==> config.mk <==
export PLATFORM = sky130hd
export DESIGN_NAME = ones_window_counter
export DESIGN_NICKNAME = d
export VERILOG_FILES = /design/src/rtl/ones_window_counter.sv
export SDC_FILE = /design/constraint.sdc
export NUM_CORES = 1
export LEC_CHECK = 0
export CORE_ASPECT_RATIO = 0.75
export CORE_MARGIN = 5
export CORE_UTILIZATION = 50
export DETAILED_ROUTE_END_ITERATION = 12
export PLACE_DENSITY = 0.87
export SLEW_MARGIN = 0
export SYNTH_ARGS = -nofsm -noshare
export SYNTH_HDL_FRONTEND = slang
export SYNTH_SLANG_ARGS = --single-unit
==> constraint.sdc <==
create_clock -name clk -period 6.95 [get_ports clk]
set_clock_uncertainty 0.1 [all_clocks]
set_input_delay 2.085 -clock clk [delete_from_list [all_inputs] [get_ports clk]]
set_output_delay 2.085 -clock clk [all_outputs]
set_load 0.05 [all_outputs]
==> src/rtl/ones_window_counter.sv <==
`default_nettype none
// ============================================================================
// Module   : ones_window_counter
// Purpose  : Counts set bits in each accepted DATA_W-bit input beat and
//            accumulates them over a programmable window of beats. The
//            window total is presented on a valid/ready output port, with
//            saturate or wrap handling of accumulator overflow.
// Ports    : clk        - rising-edge clock
//            reset      - asynchronous active-low reset
//            clear      - synchronous abort, returns to IDLE
//            mode_sat   - 1 = saturate, 0 = wrap (sampled every beat)
//            win_len    - beats per window, latched on first beat (0 -> 1)
//            in_valid   - input beat present
//            in_ready   - block accepts the beat this cycle
//            in_data    - word whose ones are counted
//            out_valid  - window result available
//            out_ready  - consumer takes the result
//            out_count  - total ones in the window
//            out_ovf    - accumulator overflowed during this window
//            busy       - high while a window is open or a result is held
// Revision : 1.0 - initial release
// ============================================================================
module ones_window_counter #(
  parameter int DATA_W = 8,
  parameter int CNT_W  = 16,
  parameter int LEN_W  = 8
) (
  input  logic              clk,
  input  logic              reset,
  input  logic              clear,
  input  logic              mode_sat,
  input  logic [LEN_W-1:0]  win_len,
  input  logic              in_valid,
  output logic              in_ready,
  input  logic [DATA_W-1:0] in_data,
  output logic              out_valid,
  input  logic              out_ready,
  output logic [CNT_W-1:0]  out_count,
  output logic              out_ovf,
  output logic              busy
);

  localparam int POP_W = $clog2(DATA_W + 1);
  // The add needs at least CNT_W+1 bits; widen further if a single
  // popcount could itself exceed the accumulator range.
  localparam int SUM_W = ((CNT_W + 1) > POP_W) ? (CNT_W + 1) : (POP_W + 1);

  localparam logic [1:0] ST_IDLE  = 2'd0;
  localparam logic [1:0] ST_ACCUM = 2'd1;
  localparam logic [1:0] ST_HOLD  = 2'd2;

  logic [1:0]       r_state;
  logic [CNT_W-1:0] r_acc;
  logic [LEN_W-1:0] r_beats;
  logic [LEN_W-1:0] r_len;
  logic             r_ovf;

  logic [POP_W-1:0] w_pop;
  logic [CNT_W-1:0] w_base;
  logic [SUM_W-1:0] w_sum;
  logic             w_over;
  logic [CNT_W-1:0] w_acc_next;
  logic             w_ovf_next;
  logic [LEN_W-1:0] w_len_eff;
  logic [LEN_W-1:0] w_len_cur;
  logic [LEN_W-1:0] w_beats_next;
  logic             w_last;
  logic             w_accept;
  logic             w_in_accum;

  always_comb begin
    w_pop = '0;
    for (int i = 0; i < DATA_W; i++) begin
      w_pop = w_pop + POP_W'(in_data[i]);
    end
  end

  assign w_in_accum = (r_state == ST_ACCUM);

  // A beat accepted outside ACCUM (IDLE, or HOLD being drained) opens a
  // fresh window, so the running totals restart from zero.
  assign w_base       = w_in_accum ? r_acc : '0;
  assign w_sum        = SUM_W'(w_base) + SUM_W'(w_pop);
  assign w_over       = (w_sum > SUM_W'({CNT_W{1'b1}}));
  assign w_acc_next   = (w_over && mode_sat) ? {CNT_W{1'b1}} : w_sum[CNT_W-1:0];
  assign w_ovf_next   = (w_in_accum & r_ovf) | w_over;

  assign w_len_eff    = (win_len == '0) ? LEN_W'(1) : win_len;
  assign w_len_cur    = w_in_accum ? r_len : w_len_eff;
  assign w_beats_next = w_in_accum ? (r_beats + LEN_W'(1)) : LEN_W'(1);
  assign w_last       = (w_beats_next == w_len_cur);

  // While holding a result, input is accepted only if the result leaves in
  // the same cycle, which gives back-to-back windows with no bubble.
  assign in_ready  = !clear && ((r_state == ST_HOLD) ? out_ready : 1'b1);
  assign w_accept  = in_valid && in_ready;

  assign out_valid = (r_state == ST_HOLD);
  assign out_count = r_acc;
  assign out_ovf   = r_ovf;
  assign busy      = (r_state != ST_IDLE);

  always_ff @(posedge clk or negedge reset) begin
    if (!reset) begin
      r_state <= ST_IDLE;
      r_acc   <= '0;
      r_beats <= '0;
      r_len   <= '0;
      r_ovf   <= 1'b0;
    end else if (clear) begin
      r_state <= ST_IDLE;
      r_acc   <= '0;
      r_beats <= '0;
      r_ovf   <= 1'b0;
    end else if (w_accept) begin
      r_acc   <= w_acc_next;
      r_beats <= w_beats_next;
      r_ovf   <= w_ovf_next;
      if (!w_in_accum) begin
        r_len <= w_len_eff;
      end
      r_state <= w_last ? ST_HOLD : ST_ACCUM;
    end else if ((r_state == ST_HOLD) && out_ready) begin
      r_state <= ST_IDLE;
    end
  end

endmodule
`default_nettype wire
==> Word-level counts from Yosys, hierarchy flattened <==
Index checks and enable logic that the tools add are counted.
Widths: inputs -> output; s select.
{ "totals": {"wordCells": 47, "inputBits": 22, "regBits": 35, "out_inout_bits": 20} }
{ "op_classes": {"order_cmp": 1, "addsub": 9, "eq_ne": 3, "muxes": 16, "n_reduce_logical": 10, "bitwise": 3} }
{ "ops": {"columns": ["cell", "n"], "rows": [
  ["$mux 16", 4],
  ["$mux 8", 5],
  ["$add 16x4->17", 1],
  ["$gt 17x16->1 const B", 1],
  ["$add 4x1->4", 4],
  ["$add 8x1->8 const B", 1],
  ["$eq 8x8->1", 1],
  ["$logic_not 8->1", 1],
  ["$mux 2", 4],
  ["$add 3x1->4", 1],
  ["$logic_and 1x1->1", 4],
  ["$reduce_bool 2->1", 2],
  ["$add 2x1->3", 1],
  ["$mux 1", 3],
  ["$reduce_bool 3->1", 1],
  ["$add 1x1->2", 1],
  ["$eq 2x1->1 const B", 1],
  ["$eq 2x2->1 const B", 1],
  ["$reduce_and 2->1", 1],
  ["$and 1x1->1", 1],
  ["$logic_not 1->1", 1],
  ["$not 1->1", 1],
  ["$or 1x1->1", 1]
]} }

==> Longest topological paths before layout <==
Gate-level depths: netlist of run 1.
{ "depth": {"depth_word": 13, "ltp_mapped": 17} }

==> Least setup slack after synthesis of run 1 <==
Ideal clock, no wire load.
{ "synth_timing": {"path_type": "input-to-reg", "start": "input port in_data[0]", "end": "register r_acc[7] (netlist: out_count[7])", "path_stages": 14, "arrival_time_ps": 5280, "path_buffers": 1, "setup_time_ps": 134, "required_time_ps": 6716, "slack_ps": 1437, "cell_sequence": "fa_1 > inv_1 > fa_1 > fa_1 > fa_1 > inv_1 > fa_1 > a21o_1 > a21o_1 > and3_4 > and3_4 > buf_6 > a21oi_1 > o22ai_2"} }
{ "synth_between": {"elab_chain_cells": 13} }
{ "synth_rtl": {"columns": ["item", "line_no", "text"], "rows": [
  ["start, declared", "35", "input logic [DATA_W-1:0] in_data,"],
  ["$add 1x1->2 (*)", "74", "w_pop = w_pop + POP_W'(in_data[i]);"],
  ["$add 2x1->3 (*)", "74", null],
  ["$add 3x1->4 (*)", "74", null],
  ["$add 4x1->4 (*) (4 in a row)", "74", null],
  ["$add 16x4->17 (*)", "83", "assign w_sum = SUM_W'(w_base) + SUM_W'(w_pop);"],
  ["$gt 17x16->1", "84", "assign w_over = (w_sum > SUM_W'({CNT_W{1'b1}}));"],
  ["$logic_and 1x1->1", "85", "assign w_acc_next = (w_over && mode_sat) ? {CNT_W{1'b1}} : w_sum[CNT_W-1:0];"],
  ["$mux 16 (*)", "85", null],
  ["$mux 16 (*)", "115", "end else if (w_accept) begin"],
  ["$mux 16 (*)", "110", "end else if (clear) begin"],
  ["end signal, assigned", "116", "r_acc <= w_acc_next;"],
  ["end, declared", "53", "logic [CNT_W-1:0] r_acc;"]
]} }
Every way passes the cells marked *; elsewhere a longest branch is shown, timed or not. The select of a mux whose other input is x is not followed.
A chain may end at the register's enable or synchronous reset.

==> Final worst setup path of run 1 <==
{ "layout_timing": {"start": "input port out_ready", "end": "output port in_ready"} }
{ "layout_between": {"elab_chain_cells": 2} }
{ "layout_rtl": {"columns": ["item", "line_no", "text"], "rows": [
  ["start, declared", "37", "input logic out_ready,"],
  ["$mux 1", "95", "assign in_ready = !clear && ((r_state == ST_HOLD) ? out_ready : 1'b1);"],
  ["$logic_and 1x1->1", "95", null],
  ["end, declared", "34", "output logic in_ready,"]
]} }
Every way passes these cells.

==> impl_metrics.csv, run 1 <==
group,metric,value,unit
outcome,status,"completed",
clock_network,cts_tree,"yes",
clock_network,cts_hold_buf,0,
yosys,yosysWarnings,0,
sta,slew_headroom,0.4455,
yosys,synth_cells,259,
power_and_ir_drop,vdd_drop_max,0.0001287,V
clock_network,path_clk_slew,0.07,ns
sta,setup_viol,0,
placed_design,dp_hpwl,4.203,mm
die,initial_core_util,0.5263,
placed_design,dpl_cell_area,2816,um^2
clock_network,cts_max_path_buffers,2,
sta,layout_min_cycle_time,5.864,ns
clock_network,clock-sinks,35,
power_and_ir_drop,leakagePower,0.001249,uW
cells_and_area,final_util,0.6375,
yosys,synth_edf_count,0,
routing,via_per_inst,5.927,
sta,final.setup.tns,0,ns
global_routing,grt_usage,0.1862,
die,dieHeight,69.91,um
routing,drt_iter0_drc,185,
routing,drc,0,
yosys,synth_ff_type,"dfrtp_1",
sta,clock.fmax,170.5,MHz
sta,finalCritPeriodShare,0.8437,
yosys,syn_area_per_cell,9.237,um^2
placed_design,dp_slack,0.9051,ns
yosys,syn_nets,293,
cells_and_area,mostFrequentLayoutCell,"clkdlybuf4s50_1",
global_routing,grt_max_degree,36,
clock_network,postCtsSetupBuffers,0,
yosys,synth-seq-cells,35,
cells_and_area,area_growth,21.13,%
power_and_ir_drop,report.power.total,528.7,uW
yosys,synth_area_leader_cell,"dfrtp_1",
setup_path,start_kind,"primary input",
sta,hold_viol_final,0,
routing,first_pass_iters,5,
global_routing,grt_pass1_vias,1976,
clock_network,cts_resized,0,
yosys,netlist_area,2392,um^2
die,ioPinCount,42,
setup_path,r2r_setup_slack,2.91,ns
global_routing,grt_pass1_wl,9.680,mm
sta,tightestPinTransition,0.8287,ns
setup_path,worst_ep_required_time,4.76,ns
power_and_ir_drop,power.density,182.5,nW/um^2
cells_and_area,antenna_cells,0,
clock_network,clock_latency,0.29,ns
sta,slew_violations,0,
yosys,netlist-cell-type-count,53,
clock_network,cts.htree.levels,2,
cells_and_area,design_area,2898,um^2
yosys,yosysSeqAreaShare,0.3661,
die,dieArea,6282,um^2
run,drv_cap,0,
die,rows,21,
cells_and_area,finalNetCount,333,
die,die_w,89.87,um
routing,ant_nets,0,
cells_and_area,layout-drive-gt1-share,0.1033,
sta,layout_setup_ws,1.086,ns
cells_and_area,final_cell_mix,"clkdlybuf4s50_1, dfrtp_1, nor2_1, nand2_1, a21oi_1",
setup_path,path_max_fanout,3,
placed_design,port_buffers,41,
routing,wl_per_cell,16.22,um
clock_network,clockRootBuffer,"clkbuf_8",
setup_path,critPathCaptureType,"output pin",
routing,drt_wl_total,5.792,mm
sta,rsz0062_at_grt,"false",
yosys,synth_top_cell_area_share,0.3661,
clock_network,cts_buffers,5,
setup_path,crit_type,"in -> out",
setup_path,arrival,3.68,ns
routing,vias,2116,
yosys,synthArstFlopShare,1.000,
global_routing,grt_overflow_total,0,
yosys,synthTopCellsByArea,"dfrtp_1, a21oi_1, fa_1, o21ai_0, ha_1",
global_routing,antenna_found_initial,0,
placed_design,gp_congestion,0.8744,
worst_hold_path,hold_path_class,"reg -> reg",
die,fp.coreArea,4546,um^2
-- path summary, 6_finish.rpt --
check,from,end,cells past startpoint
worst max-delay path,out_ready,in_ready,4
worst min-delay path,out_ovf,out_ovf,1
worst max register to register,r_state[1],out_count[7],13
worst min register to register,out_ovf,out_ovf,1
max in group asynchronous,reset,out_count[2],2
min in group asynchronous,reset,r_beats[4],2
-- power by group --
part | total [uW] | internal (uW) | switching, uW
Clock | 144 | 70.3 | 73.3
Sequential | 231 | 219 | 12.1
Combinational | 154 | 68.3 | 85.6
-- synth_stat cells, drive strengths merged, types with 2 or more instances --
cell type	instances
a21o	4
a21oi	21
a22o	4
a22oi	2
a31oi	5
and2	5
and3	8
buf	8
clkbuf	2
dfrtp	35
fa	5
ha	7
inv	11
mux2	7
nand2	23
nand3	13
nand4	3
nor2	23
nor2b	2
nor3	5
nor3b	4
o211ai	2
o21ai	25
o31ai	3
or2b	2
xnor2	8
xor2	5
-- stage by stage --
step                      instances  hold slack, ns
after detailed placement        349          0.4151
final                           357          0.4225
after global placement          349          0.4146
after floorplan                 259          0.3921
after global routing            357          0.4615
after CTS                       357          0.4314
-- kinds of logic (layout without fill, tap and decap cells) --
kind of cell	count (synthesis)	in the layout	share of synthesized area
adder cells (fa/ha/maj)	12	12	0.07845
AND/OR/NAND/NOR	97	97	0.2291
flip-flops	35	35	0.3661
buffers and inverters	21	62	0.04759
AO/OA/AOI/OAI	72	72	0.1846
XOR/XNOR	14	14	0.05701
multiplexers	8	8	0.03714
-- layer usage --
| metal | wire length (um) | up-vias | track usage |
|---|---|---|---|
| li1 | - | 1010 | - |
| met1 | 2642 | 986 | 0.2735 |
| met2 | 2614 | 113 | 0.2727 |
| met3 | 460 | 7 | 0.04292 |
| met4 | 75 | 0 | 0.05455 |
| met5 | 0 | - | 0 |
-- final cells by class --
| cell class | instances | area (um^2) |
|---|---|---|
| tap | 57 | 71.32 |
| clock inverter | 1 | 5.005 |
| clock buffer | 7 | 76.32 |
| timing repair buffer | 43 | 425.4 |
| multi-input combinational | 203 | 1403 |
| fill | 352 | 1648 |
| inverter | 11 | 41.29 |
| sequential | 35 | 875.8 |
-- flip-flops by register name (all words and copies together), names as in the netlist --
| signal | cells |
|---|---|
| out_count | 16 |
| r_state | 2 |
| out_ovf | 1 |
| r_beats | 8 |
| r_len | 8 |
-- worst max-delay path, stage by stage --
cell and delay [ns]:
clkdlybuf4s50_1 0.45, nor3b_1 0.37, nor2_1 0.07, clkdlybuf4s50_1 0.71
No activity file was read; power rests on OpenSTA's default activity.
==> inputs of run 2 (changes only) <==
- clock period: 6.95 -> 5.79 ns (I/O delays scaled with it)
==> run 2 against run 1 <==
Critical endpoint is now out_count[7]. Cell count is the same. Worst hold slack hardly changed. Via count grew 4.1%. Die area is the same. Cell area increased by 0.65%. Critical path depth rose by 10. Clock power rose by 40%. Wire length up 6.3%. Sequential share of layout area fell by 0.19 points.
==> impl_metrics.csv, run 2 (synthesis gave the netlist of run 1 again) <==
group,metric,value,unit
clock_network,cts_tree,"yes",
routing,drt_iter0_drc,267,
setup_path,critPathCaptureType,"flip-flop",
sta,hold_viol_final,0,
setup_path,crit_chain,"clkdlybuf4s50_1, fa_1, inv_1, fa_1, fa_1, fa_1, inv_1, fa_1, a21o_1, a21o_1, and3_4, and3_4, a21oi_1, o22ai_2",
setup_path,critPathMaxStageDelay,0.54,ns
power_and_ir_drop,p_int,454.6,uW
sta,tightestPinTransition,1.226,ns
clock_network,cts_resized,0,
setup_path,worst_ep_required_time,5.84,ns
cells_and_area,finalNetCount,333,
die,rows,21,
setup_path,arrival,5.52,ns
die,ioPinCount,42,
global_routing,grt_pass1_wl,10.14,mm
routing,first_pass_iters,7,
global_routing,grt_pass1_vias,2020,
clock_network,clock-sinks,35,
cells_and_area,largest_reg_flops,16,
power_and_ir_drop,p_sw,214.2,uW
die,initial_core_util,0.5263,
placed_design,dp_hpwl,4.458,mm
global_routing,grt_max_degree,36,
global_routing,antenna_found_initial,0,
worst_hold_path,hold_depth,1,
clock_network,clockRootBuffer,"clkbuf_8",
placed_design,dp_slack,0.01689,ns
routing,wl_per_cell,17.25,um
sta,slew_headroom,0.1789,
die,dieHeight,69.91,um
setup_path,worstRegToRegCells,13,
setup_path,critPathSlowestCell,"fa_1",
setup_path,cp.depth,14,
placed_design,dpl_cell_area,2816,um^2
power_and_ir_drop,leakagePower,0.001258,uW
setup_path,path_delay_family,"adder cells",
sta,slew_violations,0,
global_routing,grt_overflow_total,0,
placed_design,gp_congestion,0.8618,
cells_and_area,final_util,0.6416,
routing,drt_wl_total,6.157,mm
sta,finalCritPeriodShare,0.9462,
power_and_ir_drop,p_clk_frac,0.302,
clock_network,cts_hold_buf,0,
cells_and_area,layout-drive-gt1-share,0.1067,
cells_and_area,n_fill_cell,360,
cells_and_area,area_growth,21.91,%
routing,drc,0,
sta,layout_setup_ws,0.3114,ns
clock_network,cts_buffers,5,
worst_hold_path,hold_path_class,"reg -> reg",
routing,ant_nets,0,
routing,via_per_inst,6.171,
die,fp.coreArea,4546,um^2
power_and_ir_drop,combPwrFrac,0.283,
sta,clock.fmax,182.5,MHz
sta,final.setup.tns,0,ns
power_and_ir_drop,report.power.total,668.8,uW
cells_and_area,final_cell_mix,"clkdlybuf4s50_1, dfrtp_1, nor2_1, nand2_1, a21oi_1",
sta,rsz0062_at_grt,"false",
clock_network,postCtsSetupBuffers,0,
die,dieArea,6282,um^2
sta,setup_viol,0,
setup_path,cpMostUsedCell,"fa_1",
clock_network,cts.htree.levels,2,
outcome,status,"completed",
power_and_ir_drop,vdd_drop_max,0.0001393,V
cells_and_area,design_area,2917,um^2
setup_path,path_max_fanout,12,
sta,layout_min_cycle_time,5.479,ns
setup_path,start_kind,"primary input",
cells_and_area,antenna_cells,0,
clock_network,cts_max_path_buffers,2,
die,die_w,89.87,um
power_and_ir_drop,power.density,229.3,nW/um^2
setup_path,crit_type,"in -> reg",
clock_network,path_clk_slew,0.08,ns
run,drv_cap,0,
placed_design,port_buffers,41,
power_and_ir_drop,p_sw_frac,0.3202,
setup_path,path_buf_inv,3,
cells_and_area,mostFrequentLayoutCell,"clkdlybuf4s50_1",
global_routing,grt_usage,0.1989,
power_and_ir_drop,seq_power_share,0.415,
routing,vias,2203,
clock_network,clock_latency,0.30,ns
-- run 2: routing by layer --
| layer | vias up | wire, um | GRT usage |
|---|---|---|---|
| met4 | 0 | 192 | 0.09091 |
| met3 | 20 | 535 | 0.03970 |
| met2 | 127 | 2739 | 0.2914 |
| met5 | - | 0 | 0 |
| li1 | 1006 | - | - |
| met1 | 1050 | 2689 | 0.2827 |
-- run 2: power by group through the flow --
stage | clock network, uW | logic [uW] | registers [uW]
6_report | 202 | 189 | 278
5_1_grt | 213 | 209 | 280
4_1_cts | 200 | 189 | 278
3_5_place_dp | 0 | 188 | 283
3_3_place_gp | 0 | 179 | 282
2_1_floorplan | 0 | 112 | 296
-- run 2: final cells by class --
type | count | area (um^2) | area share
repair buffers | 43 | 425.4 | 0.1459
multi-input cells | 203 | 1403 | 0.4809
well taps | 57 | 71.32 | 0.02445
flip-flops and latches | 35 | 875.8 | 0.3003
inverters | 11 | 41.29 | 0.01416
clock buffers | 8 | 100.1 | 0.03432
-- run 2: path summary, 6_finish.rpt --
| kind | startpoint | endpoint | slack (ns) |
|---|---|---|---|
| min in group asynchronous | reset | r_len[0] | 1.75 |
| min | out_ovf | out_ovf | 0.42 |
| min reg2reg | out_ovf | out_ovf | 0.42 |
| max reg2reg | r_state[1] | out_count[7] | 1.65 |
| max | in_data[0] | out_count[7] | 0.31 |
| max in group asynchronous | reset | r_beats[1] | 3.53 |
-- run 2: metrics by stage --
step / cells / hold slack (ns)
2_1_floorplan: 259 / 0.3921
3_3_place_gp: 349 / 0.4128
3_5_place_dp: 349 / 0.4047
4_1_cts: 357 / 0.4205
5_1_grt: 357 / 0.4467
6_report: 357 / 0.4220
